[src/rtl/clz_pkg.sv]
// -----------------------------------------------------------------------------
// clz_pkg
// Shared definitions for the CLZ scheduler slice: datapath widths, the result
// count width and the scheduler FSM state type.
// -----------------------------------------------------------------------------
package clz_pkg;

   localparam int unsigned CLZ_WIDTH   = 32;  // width of the shared CLZ datapath
   localparam int unsigned WIDE_WIDTH  = 64;  // widest operand a requester may submit
   localparam int unsigned COUNT_WIDTH = 7;   // holds 0..64

   typedef enum logic [1:0] {
      ST_IDLE,
      ST_PASS_HI,
      ST_PASS_LO,
      ST_RESP
   } clz_sched_state_t;

endpackage : clz_pkg

[src/rtl/clz_rr_arbiter.sv]
// -----------------------------------------------------------------------------
// clz_rr_arbiter
// Round-robin arbiter with a registered priority pointer.
//   clk_i     : clock
//   rst_i     : asynchronous active-high reset (pointer -> 0)
//   req_i     : request vector
//   advance_i : a grant was taken this cycle; pointer moves past the winner
//   grant_o   : one-hot grant, searched from the pointer upward with wrap
//   idx_o     : encoded index of the granted requester
// -----------------------------------------------------------------------------
module clz_rr_arbiter #(
   parameter int unsigned NUM_REQ = 4,
   parameter int unsigned IDX_W   = $clog2(NUM_REQ)
) (
   input  logic               clk_i,
   input  logic               rst_i,
   input  logic [NUM_REQ-1:0] req_i,
   input  logic               advance_i,
   output logic [NUM_REQ-1:0] grant_o,
   output logic [IDX_W-1:0]   idx_o
);

   localparam logic [IDX_W:0]   NUM_REQ_W = (IDX_W+1)'(NUM_REQ);
   localparam logic [IDX_W-1:0] LAST_IDX  = IDX_W'(NUM_REQ - 1);

   logic [IDX_W-1:0] r_ptr;
   logic [IDX_W:0]   w_pos;
   logic             w_found;

   // Walk the requesters starting at the pointer; one extra bit on w_pos lets
   // the sum exceed NUM_REQ before the wrap subtraction.
   always_comb begin
      grant_o = '0;
      idx_o   = '0;
      w_pos   = '0;
      w_found = 1'b0;
      for (int unsigned i = 0; i < NUM_REQ; i++) begin
         w_pos = {1'b0, r_ptr} + (IDX_W+1)'(i);
         if (w_pos >= NUM_REQ_W) begin
            w_pos = w_pos - NUM_REQ_W;
         end
         if (!w_found && req_i[w_pos[IDX_W-1:0]]) begin
            grant_o[w_pos[IDX_W-1:0]] = 1'b1;
            idx_o                     = w_pos[IDX_W-1:0];
            w_found                   = 1'b1;
         end
      end
   end

   always_ff @(posedge clk_i or posedge rst_i) begin
      if (rst_i) begin
         r_ptr <= '0;
      end else if (advance_i) begin
         r_ptr <= (idx_o == LAST_IDX) ? '0 : idx_o + 1'b1;
      end
   end

endmodule : clz_rr_arbiter

[src/rtl/count_leading_zeros.sv]
// -----------------------------------------------------------------------------
// count_leading_zeros
// Combinational leading-zero counter.
//   data_i  : operand
//   count_o : number of zeros above the most significant one (0 when all zero)
//   zero_o  : operand is all zero; callers use this to form the full count
// -----------------------------------------------------------------------------
module count_leading_zeros #(
   parameter int unsigned DATA_WIDTH = 32,
   parameter int unsigned CNT_WIDTH  = $clog2(DATA_WIDTH)
) (
   input  logic [DATA_WIDTH-1:0] data_i,
   output logic [CNT_WIDTH-1:0]  count_o,
   output logic                  zero_o
);

   logic w_found;

   always_comb begin
      count_o = '0;
      w_found = 1'b0;
      for (int unsigned i = 0; i < DATA_WIDTH; i++) begin
         if (!w_found && data_i[DATA_WIDTH-1-i]) begin
            count_o = CNT_WIDTH'(i);
            w_found = 1'b1;
         end
      end
   end

   assign zero_o = ~|data_i;

endmodule : count_leading_zeros

[src/rtl/clz_scheduler.sv]
// -----------------------------------------------------------------------------
// clz_scheduler
// Shares one 32-bit count_leading_zeros unit between NUM_REQ requesters.
// 64-bit operands take two passes (upper word first, early exit when the
// upper word holds a one). Results are registered and tagged with the owner.
//   clk_i, rst_i    : clock, asynchronous active-high reset
//   req_valid_i     : per-requester request valid
//   req_wide_i      : per-requester 1 = 64-bit operand, 0 = 32-bit ([31:0])
//   req_operand_i   : per-requester operand
//   req_ready_o     : one-hot accept, only in IDLE
//   rsp_valid_o     : result valid, held until rsp_ready_i
//   rsp_ready_i     : consumer accepts result
//   rsp_id_o        : owner of the result
//   rsp_count_o     : leading-zero count 0..64
//   rsp_all_zero_o  : requested operand width was all zero
// -----------------------------------------------------------------------------
module clz_scheduler
   import clz_pkg::*;
#(
   parameter int unsigned NUM_REQ = 4,
   parameter int unsigned ID_W    = $clog2(NUM_REQ)
) (
   input  logic                              clk_i,
   input  logic                              rst_i,
   input  logic [NUM_REQ-1:0]                req_valid_i,
   input  logic [NUM_REQ-1:0]                req_wide_i,
   input  logic [NUM_REQ-1:0][WIDE_WIDTH-1:0] req_operand_i,
   output logic [NUM_REQ-1:0]                req_ready_o,
   output logic                              rsp_valid_o,
   input  logic                              rsp_ready_i,
   output logic [ID_W-1:0]                   rsp_id_o,
   output logic [COUNT_WIDTH-1:0]            rsp_count_o,
   output logic                              rsp_all_zero_o
);

   localparam int unsigned CLZ_CNT_W = $clog2(CLZ_WIDTH);
   localparam logic [COUNT_WIDTH-1:0] WORD_ZERO_CNT = COUNT_WIDTH'(CLZ_WIDTH);

   clz_sched_state_t r_state;
   clz_sched_state_t w_next;

   logic [WIDE_WIDTH-1:0]  r_operand;
   logic                   r_wide;
   logic [ID_W-1:0]        r_id;
   logic                   r_hi_zero;
   logic [COUNT_WIDTH-1:0] r_count;
   logic                   r_all_zero;

   logic [NUM_REQ-1:0]     w_grant;
   logic [ID_W-1:0]        w_idx;
   logic                   w_accept;
   logic [CLZ_WIDTH-1:0]   w_clz_in;
   logic [CLZ_CNT_W-1:0]   w_clz_cnt;
   logic                   w_clz_zero;

   // ---------------------------------------------------------------- arbiter
   clz_rr_arbiter #(
      .NUM_REQ (NUM_REQ),
      .IDX_W   (ID_W)
   ) u_arb (
      .clk_i     (clk_i),
      .rst_i     (rst_i),
      .req_i     (req_valid_i),
      .advance_i (w_accept),
      .grant_o   (w_grant),
      .idx_o     (w_idx)
   );

   // Grant is a subset of the valids, so any ready bit means an accept.
   assign req_ready_o = (r_state == ST_IDLE && !rst_i) ? w_grant : '0;
   assign w_accept    = |req_ready_o;

   // ---------------------------------------------------------------- datapath
   assign w_clz_in = (r_state == ST_PASS_HI) ? r_operand[WIDE_WIDTH-1:CLZ_WIDTH]
                                             : r_operand[CLZ_WIDTH-1:0];

   count_leading_zeros #(
      .DATA_WIDTH (CLZ_WIDTH),
      .CNT_WIDTH  (CLZ_CNT_W)
   ) u_clz (
      .data_i  (w_clz_in),
      .count_o (w_clz_cnt),
      .zero_o  (w_clz_zero)
   );

   // ---------------------------------------------------------------- FSM
   always_ff @(posedge clk_i or posedge rst_i) begin
      if (rst_i) begin
         r_state <= ST_IDLE;
      end else begin
         r_state <= w_next;
      end
   end

   always_comb begin
      w_next = r_state;
      unique case (r_state)
         ST_IDLE: begin
            if (w_accept) begin
               w_next = req_wide_i[w_idx] ? ST_PASS_HI : ST_PASS_LO;
            end
         end
         ST_PASS_HI: w_next = w_clz_zero ? ST_PASS_LO : ST_RESP;
         ST_PASS_LO: w_next = ST_RESP;
         ST_RESP: begin
            if (rsp_ready_i) begin
               w_next = ST_IDLE;
            end
         end
         default: w_next = ST_IDLE;
      endcase
   end

   // ---------------------------------------------------------------- result
   always_ff @(posedge clk_i or posedge rst_i) begin
      if (rst_i) begin
         r_operand  <= '0;
         r_wide     <= 1'b0;
         r_id       <= '0;
         r_hi_zero  <= 1'b0;
         r_count    <= '0;
         r_all_zero <= 1'b0;
      end else begin
         unique case (r_state)
            ST_IDLE: begin
               if (w_accept) begin
                  r_operand <= req_operand_i[w_idx];
                  r_wide    <= req_wide_i[w_idx];
                  r_id      <= w_idx;
                  r_hi_zero <= 1'b0;
               end
            end
            ST_PASS_HI: begin
               if (w_clz_zero) begin
                  r_hi_zero <= 1'b1;
               end else begin
                  r_count    <= COUNT_WIDTH'(w_clz_cnt);
                  r_all_zero <= 1'b0;
               end
            end
            ST_PASS_LO: begin
               // r_hi_zero is only ever set on the wide path, so narrow
               // operands see a zero upper contribution.
               r_count    <= (r_hi_zero  ? WORD_ZERO_CNT : '0) +
                             (w_clz_zero ? WORD_ZERO_CNT : COUNT_WIDTH'(w_clz_cnt));
               r_all_zero <= w_clz_zero && (!r_wide || r_hi_zero);
            end
            default: ;
         endcase
      end
   end

   assign rsp_valid_o    = (r_state == ST_RESP);
   assign rsp_id_o       = r_id;
   assign rsp_count_o    = r_count;
   assign rsp_all_zero_o = r_all_zero;

endmodule : clz_scheduler

[config.mk]
export PLATFORM = sky130hd
export DESIGN_NAME = clz_scheduler
export DESIGN_NICKNAME = d
export VERILOG_FILES = /design/src/rtl/clz_pkg.sv /design/src/rtl/clz_rr_arbiter.sv /design/src/rtl/count_leading_zeros.sv /design/src/rtl/clz_scheduler.sv
export SDC_FILE = /design/constraint.sdc
export NUM_CORES = 1
export LEC_CHECK = 0
export BUFFER_PORTS_ARGS = -buffer_cell sky130_fd_sc_hd__buf_2
export CAP_MARGIN = 20
export CORE_ASPECT_RATIO = 1.2
export CORE_MARGIN = 5
export CORE_UTILIZATION = 30
export CTS_CLUSTER_DIAMETER = 150
export DETAILED_ROUTE_END_ITERATION = 10
export PLACE_DENSITY = 0.6
export SLEW_MARGIN = 20
export SYNTH_ARGS = -nofsm -noshare
export SYNTH_HDL_FRONTEND = slang
export SYNTH_HIERARCHICAL = 1
export SYNTH_SLANG_ARGS = --single-unit
[constraint.sdc]
create_clock -name clk_i -period 4.8 [get_ports clk_i]
set_input_delay 0 -clock clk_i [delete_from_list [all_inputs] [get_ports clk_i]]
set_output_delay 0 -clock clk_i [all_outputs]
set_load 0.02 [all_outputs]
# Word level (Yosys, flattened, before mapping)
# Cells that the tools add are included.
[word_totals]
reg_bits = 80
inputBits = 267
output_inout_bits = 15
[op_classes]
add_sub_neg = 9
order_cmp = 13
eq_ne = 8
muxes = 114
n_bitwise = 3
reduce_logical = 87
[ops]
columns = ["op", "count"]
rows = [
  ["$bmux 64 s2", 1],
  ["$mux 5", 16],
  ["$mux 64", 1],
  ["$mux 4", 13],
  ["$mux 1", 48],
  ["$logic_and 1x1->1", 40],
  ["$logic_not 1->1", 37],
  ["$mux 32", 1],
  ["$reduce_or 32->1", 1],
  ["$mux 2", 14],
  ["$lt 2x3->1 const B", 5],
  ["$pmux 7 s2", 1],
  ["$mux 3", 4],
  ["$mux 6", 2],
  ["$or 4x4->4", 3],
  ["$bmux 1 s2", 5],
  ["$ge 3x3->1 const B", 3],
  ["$demux 1 s2", 4],
  ["$ge 2x1->1 const B", 4],
  ["$pmux 2 s4", 1],
  ["$sub 2x1->2 const B", 4],
  ["$add 6x6->7", 1],
  ["$mux 7", 1],
  ["$add 2x2->3 const B", 2],
  ["14 further kinds", 22],
]

# Logic depth before layout (Yosys ltp)
[depth]
word_depth = 99
depth_mapped = 16
ltp_nobuf = 11

# Hierarchy
# The synthesis kept the hierarchy.
[by_module_without_submodules]
columns = ["module", "instances", "cells_per_inst", "area_per_inst_um2"]
rows = [
  ["clz_scheduler", 1, 324, 5202.5],
  ["clz_rr_arbiter", 1, 61, 553.0],
  ["count_leading_zeros", 1, 77, 489.2],
]

# Least setup slack after synthesis
# Ideal clock, no wire load.
[synth_path]
kind = "flip-flop to flip-flop"
startpoint = "reg r_state[1]"
endpoint = "reg r_count[5] (netlist: rsp_count_o[5])"
setup_ns = 0.122
arrival_time_ns = 3.339
slack_ns = 1.340
stages_incl_launch_ff = 12
path_cell_list = "dfrtp_1 inv_1 ha_1 buf_2 buf_1 mux2_2 nor4_4 nand4_2 or2_1 nor3_1 ha_1 a32o_1"
[synth_via]
elab_cells_between_ends = 134
[synth_rtl]
columns = ["element", "line", "rtl"]
rows = [
  ["from (decl)", "clz_scheduler.sv:39", "clz_sched_state_t r_state;"],
  ["from (signal assigned)", "clz_scheduler.sv:91", "r_state <= w_next;"],
  ["$eq 2x1->1 *", "clz_scheduler.sv:74", "assign w_clz_in = (r_state == ST_PASS_HI) ? r_operand[WIDE_WIDTH-1:CLZ_WIDTH]"],
  ["$mux 32 *", "clz_scheduler.sv:74", ""],
  ["named net w_clz_in[29]", "clz_scheduler.sv:52", "logic [CLZ_WIDTH-1:0] w_clz_in;"],
  ["$logic_and 1x1->1", "count_leading_zeros.sv:23", "if (!w_found && data_i[DATA_WIDTH-1-i]) begin"],
  ["$mux 1", "count_leading_zeros.sv:23", ""],
  ["$logic_not 1->1", "count_leading_zeros.sv:23", ""],
  ["$logic_and 1x1->1", "count_leading_zeros.sv:23", ""],
  ["$mux 1", "count_leading_zeros.sv:23", ""],
  ["[... 79 more ...]", "--", ""],
  ["$logic_and 1x1->1", "count_leading_zeros.sv:23", ""],
  ["$mux 1", "count_leading_zeros.sv:23", ""],
  ["$logic_not 1->1", "count_leading_zeros.sv:23", ""],
  ["$logic_and 1x1->1", "count_leading_zeros.sv:23", ""],
  ["$mux 5", "count_leading_zeros.sv:23", ""],
  ["$mux 6", "clz_scheduler.sv:145", "(w_clz_zero ? WORD_ZERO_CNT : COUNT_WIDTH'(w_clz_cnt));"],
  ["$add 6x6->7", "clz_scheduler.sv:144", "r_count <= (r_hi_zero ? WORD_ZERO_CNT : '0) +"],
  ["$pmux 7 s2", "clz_scheduler.sv:124", "unique case (r_state)"],
  ["to (signal assigned)", "clz_scheduler.sv:137", "r_count <= COUNT_WIDTH'(w_clz_cnt);"],
  ["to (signal assigned)", "clz_scheduler.sv:144", ""],
  ["to (decl)", "clz_scheduler.sv:46", "logic [COUNT_WIDTH-1:0] r_count;"],
]
# The timed path passes the listed nets; every way through them passes the cells marked *.
# A chain may end at the register's enable or synchronous reset.

# Final worst setup path
[layout_path]
startpoint = "reg r_state[1]"
endpoint = "reg r_count[0] (netlist: rsp_count_o[0])"
[layout_via]
elab_cells_between_ends = 135
[layout_rtl]
columns = ["element", "line"]
rows = [
  ["$eq 2x1->1 *", "clz_scheduler.sv:74"],
  ["$mux 32 *", "clz_scheduler.sv:74"],
  ["named net w_clz_in[10]", "clz_scheduler.sv:52"],
  ["$logic_and 1x1->1", "count_leading_zeros.sv:23"],
  ["$mux 1", "count_leading_zeros.sv:23"],
  ["$logic_not 1->1", "count_leading_zeros.sv:23"],
  ["$logic_and 1x1->1", "count_leading_zeros.sv:23"],
  ["$mux 1", "count_leading_zeros.sv:23"],
  ["[... 22 more ...]", "--"],
  ["$logic_and 1x1->1", "count_leading_zeros.sv:23"],
  ["$mux 1", "count_leading_zeros.sv:23"],
  ["$logic_not 1->1", "count_leading_zeros.sv:23"],
  ["$logic_and 1x1->1", "count_leading_zeros.sv:23"],
  ["$mux 5", "count_leading_zeros.sv:23"],
  ["$mux 6", "clz_scheduler.sv:145"],
  ["$add 6x6->7", "clz_scheduler.sv:144"],
  ["$pmux 7 s2", "clz_scheduler.sv:124"],
]
# The timed path passes the listed nets; every way through them passes the cells marked *. The select of a mux whose other input is x is not followed.

==> flow_summary_export.csv <==
group,metric,value,unit
route,wl_per_cell,18.16,um
power,p_per_area,668.4,nW/um^2
cts,worstSkewPairLatency,0.35,ns
timing,timing.final.crit_share,85.36,%
place,gp_congestion,0.8337,
synthesis,ys_async_sr_fraction,100.0,%
floorplanning,fp.coreArea,20400,sq um
finish,fin_util,40.07,%
worst_setup_path,critPathRequiredTime,5.08,ns
timing,worstMarginPinSlew,0.9205,ns
global_routing,grt_use_total,14.91,%
power,max-vdd-ir-drop,299.1,uV
finish,drive_above_1_share,66.44,%
timing,fin_crit,4.097,ns
worst_hold_path,hold_class,"in -> reg",
timing,whs,0.08603,ns
worst_setup_path,startpoint,"r_state[1]",
global_routing,grt_antenna_before_repair,1,
worst_setup_path,worstReg2RegEnd,"rsp_count_o[0]",
worst_setup_path,r2r_cells,11,
route,ant_nets,0,
cts,cts_tree,"done",
cts,path_clk_slew,0.07,ns
synthesis,synth-edff-count,0,
place,dp_cells,984,
global_routing,grt_pass1_wl,27860,um
finish,diodes,0,
timing,final_hold_viol_count,0,
worst_setup_path,startpoint_type,"register",
worst_setup_path,crit_type,"reg -> reg",
global_routing,grt_busiest_layer,"met2",
route,dr.pass1.iters,4,
synthesis,synth-seq-cells,80,
cts,cts_buffer_depth,2,
run,cap_violations,0,
cts,cts.htree.levels,3,
cts,clockRootBuffer,"clkbuf_16",
timing,drv_slew,0,
synthesis,syn-num-nets,740,
floorplanning,die_w,141.7,um
finish,fillers,2031,
floorplanning,start_util,30.62,%
synthesis,synthCells,462,
global_routing,grt_pass1_vias,5387,
run_status,status,"complete, no violations",
worst_setup_path,regToRegSetupSlack,0.70,ns
timing,fin_worst_skew,0.007971,ns
synthesis,ys.flop_type,"dfrtp_1",
finish,final_cells,1001,
worst_setup_path,crit_end,"rsp_count_o[0]",
global_routing,grtUsageMet3,4.113,%
worst_setup_path,path_max_fanout,24,
synthesis,synthDistinctLibCells,60,
global_routing,grt.met2_usage,25.98,%
timing,setup_tns,0,ns
synthesis,yosysSeqAreaShare,32.06,%
synthesis,syn_area_per_cell,13.52,sq um
floorplanning,die-area,23810,sq um
global_routing,grt_max_degree,69,
route,drc,0,
route,vias_per_cell,5.102,
worst_setup_path,rr_startpoint,"r_state[1]",
synthesis,synth_area,6245,sq um
global_routing,grt_util_met1,17.93,%
floorplanning,num_io_pins,282,
finish,nets,1009,
floorplanning,rows,57,
worst_setup_path,arrival,4.38,ns
worst_setup_path,setup.worst_path.end_class,"register",
synthesis,yosys_warnings,6,
timing,rsz0062_at_grt,"no",
timing,finalSetupViolCount,0,
timing,max_freq,244.1,MHz
route,vias,5107,
route,wl,18170,um
cts,cts_resized,0,
route,dr.first_iter.drc_count,210,
place,hpwl,14820,um
timing,maxSlewHeadroom,38.63,%
power,p_leak,3.654,nW
floorplanning,die_h,168.0,um
place,port_buffers,281,
global_routing,gr-total-overflow,0,
cts,clock-sinks,80,
cts,cts_buffers,9,
finish,syn2layout_area_growth,30.88,%
==> where the power goes <==
| group | switching, W | total, W | internal (W) | leakage (nW) |
|---|---|---|---|---|
| Sequential | 0.000193 | 0.00119 | 0.00100 | 0.971 |
| Combinational | 0.00166 | 0.00359 | 0.00194 | 2.55 |
| Clock | 0.000276 | 0.000678 | 0.000402 | 0.132 |
| Total | 0.00212 | 0.00546 | 0.00334 | 3.65 |
==> registers in the layout (all words and copies together), names as in the netlist, named ones only <==
register        count
r_operand          64
rsp_count_o         7
u_arb/r_ptr         1
r_wide              1
rsp_all_zero_o      1
rsp_id_o            2
r_state             2
r_hi_zero           1
==> cells by family after synthesis <==
kind of cell	share of synthesized area, %
compound gates	8.015
flops	32.06
xor+xnor	0.1403
simple gates	8.776
mux	44.46
fa+ha+maj	2.204
buf+inv	4.348
==> area by class of cell <==
cell class / count / area, sq um / share of cell area [%]
clock inverters: 5 / 57.56 / 0.7042
clock buffers: 11 / 232.7 / 2.848
inverters: 16 / 61.31 / 0.7502
repair buffers: 290 / 1501 / 18.37
flip-flops and latches: 80 / 2002 / 24.49
well taps: 265 / 331.6 / 4.057
multi-input cells: 334 / 3986 / 48.78
==> placed cells by master, fill, tap and decap left out, types with 9 or more instances in the layout <==
cell type,Yosys,layout
a21oi_1,10,10
buf_2,16,281
clkbuf_16,0,9
dfrtp_1,80,80
ha_1,11,10
inv_1,15,14
mux2_2,71,71
mux2_4,29,29
mux4_2,68,68
nand2_1,11,11
nor2_1,21,21
o21ai_0,10,10
==> synth_stat cells, types with 3 or more instances <==
cell type / number / area share, %
a31oi_1: 3 / 0.30
buf_1: 5 / 0.30
nor4_1: 3 / 0.30
nand2_1: 11 / 0.66
nand3_1: 4 / 0.32
o21ai_0: 10 / 0.80
buf_2: 16 / 1.3
nand2b_1: 7 / 0.70
and2_1: 6 / 0.60
dfrtp_1: 80 / 32
nor4_2: 4 / 0.80
a22oi_1: 8 / 0.96
mux2_2: 71 / 13
nor4_4: 3 / 1.0
a22o_1: 5 / 0.70
inv_1: 15 / 0.90
nand4b_1: 3 / 0.42
a2bb2oi_1: 3 / 0.42
mux2_4: 29 / 7.0
or4_1: 4 / 0.48
nor2_1: 21 / 1.3
a21oi_1: 10 / 0.80
o22ai_1: 3 / 0.30
o21bai_1: 3 / 0.36
mux4_2: 68 / 25
nor3_1: 4 / 0.32
ha_1: 11 / 2.2
nor2b_1: 6 / 0.60
buf_6: 8 / 1.4
==> per-stage QoR <==
step | cell area (sq um) | total power (W) | worst slack (ns)
5_1_grt | 8173 | 0.005878 | 0.3298
4_1_cts | 8173 | 0.005563 | 0.6939
6_report | 8173 | 0.005463 | 0.7029
3_3_place_gp | 7873 | 0.004824 | 0.8796
3_5_place_dp | 7873 | 0.004857 | 0.7301
2_1_floorplan | 6245 | 0.004092 | 1.340
==> repair_timing <==
action,4_1_cts,5_1_grt
endpoints found under the hold margin,39,0
endpoints found under the setup margin,0,0
setup buffers,0,0
hold buffers,1,0
==> worst min path at each step <==
| stage | end | cells past startpoint | from |
|---|---|---|---|
| finish | r_state[0] | 4 | rsp_ready_i |
| global route | r_operand[63] | 3 | req_operand_i[191] |
| CTS | r_state[0] | 4 | rsp_ready_i |
| detailed placement | asynchronous set/reset pin | 2 | rst_i |
| global placement | asynchronous set/reset pin | 2 | rst_i |
| floorplan | asynchronous set/reset pin | 1 | rst_i |
==> critical path, stage by stage, from the launching register on <==
cell,delay (ns)
dfrtp_1,0.41
inv_1,0.11
ha_2,0.46
buf_4,0.37
mux2_2,0.42
nor4_2,0.50
nand4_1,0.18
or2_1,0.26
nor3_1,0.57
nand2_1,0.20
o21ai_1,0.33
a22o_1,0.21
==> per-layer routing <==
| metal | share of wire, % | vias to the layer above |
|---|---|---|
| met1 | 40 | 2497 |
| met3 | 7.7 | 24 |
| li1 | - | 2388 |
| met2 | 51 | 196 |
| met4 | 1.6 | 2 |
| met5 | 0.072 | - |
(Power assumes the default switching activity.)
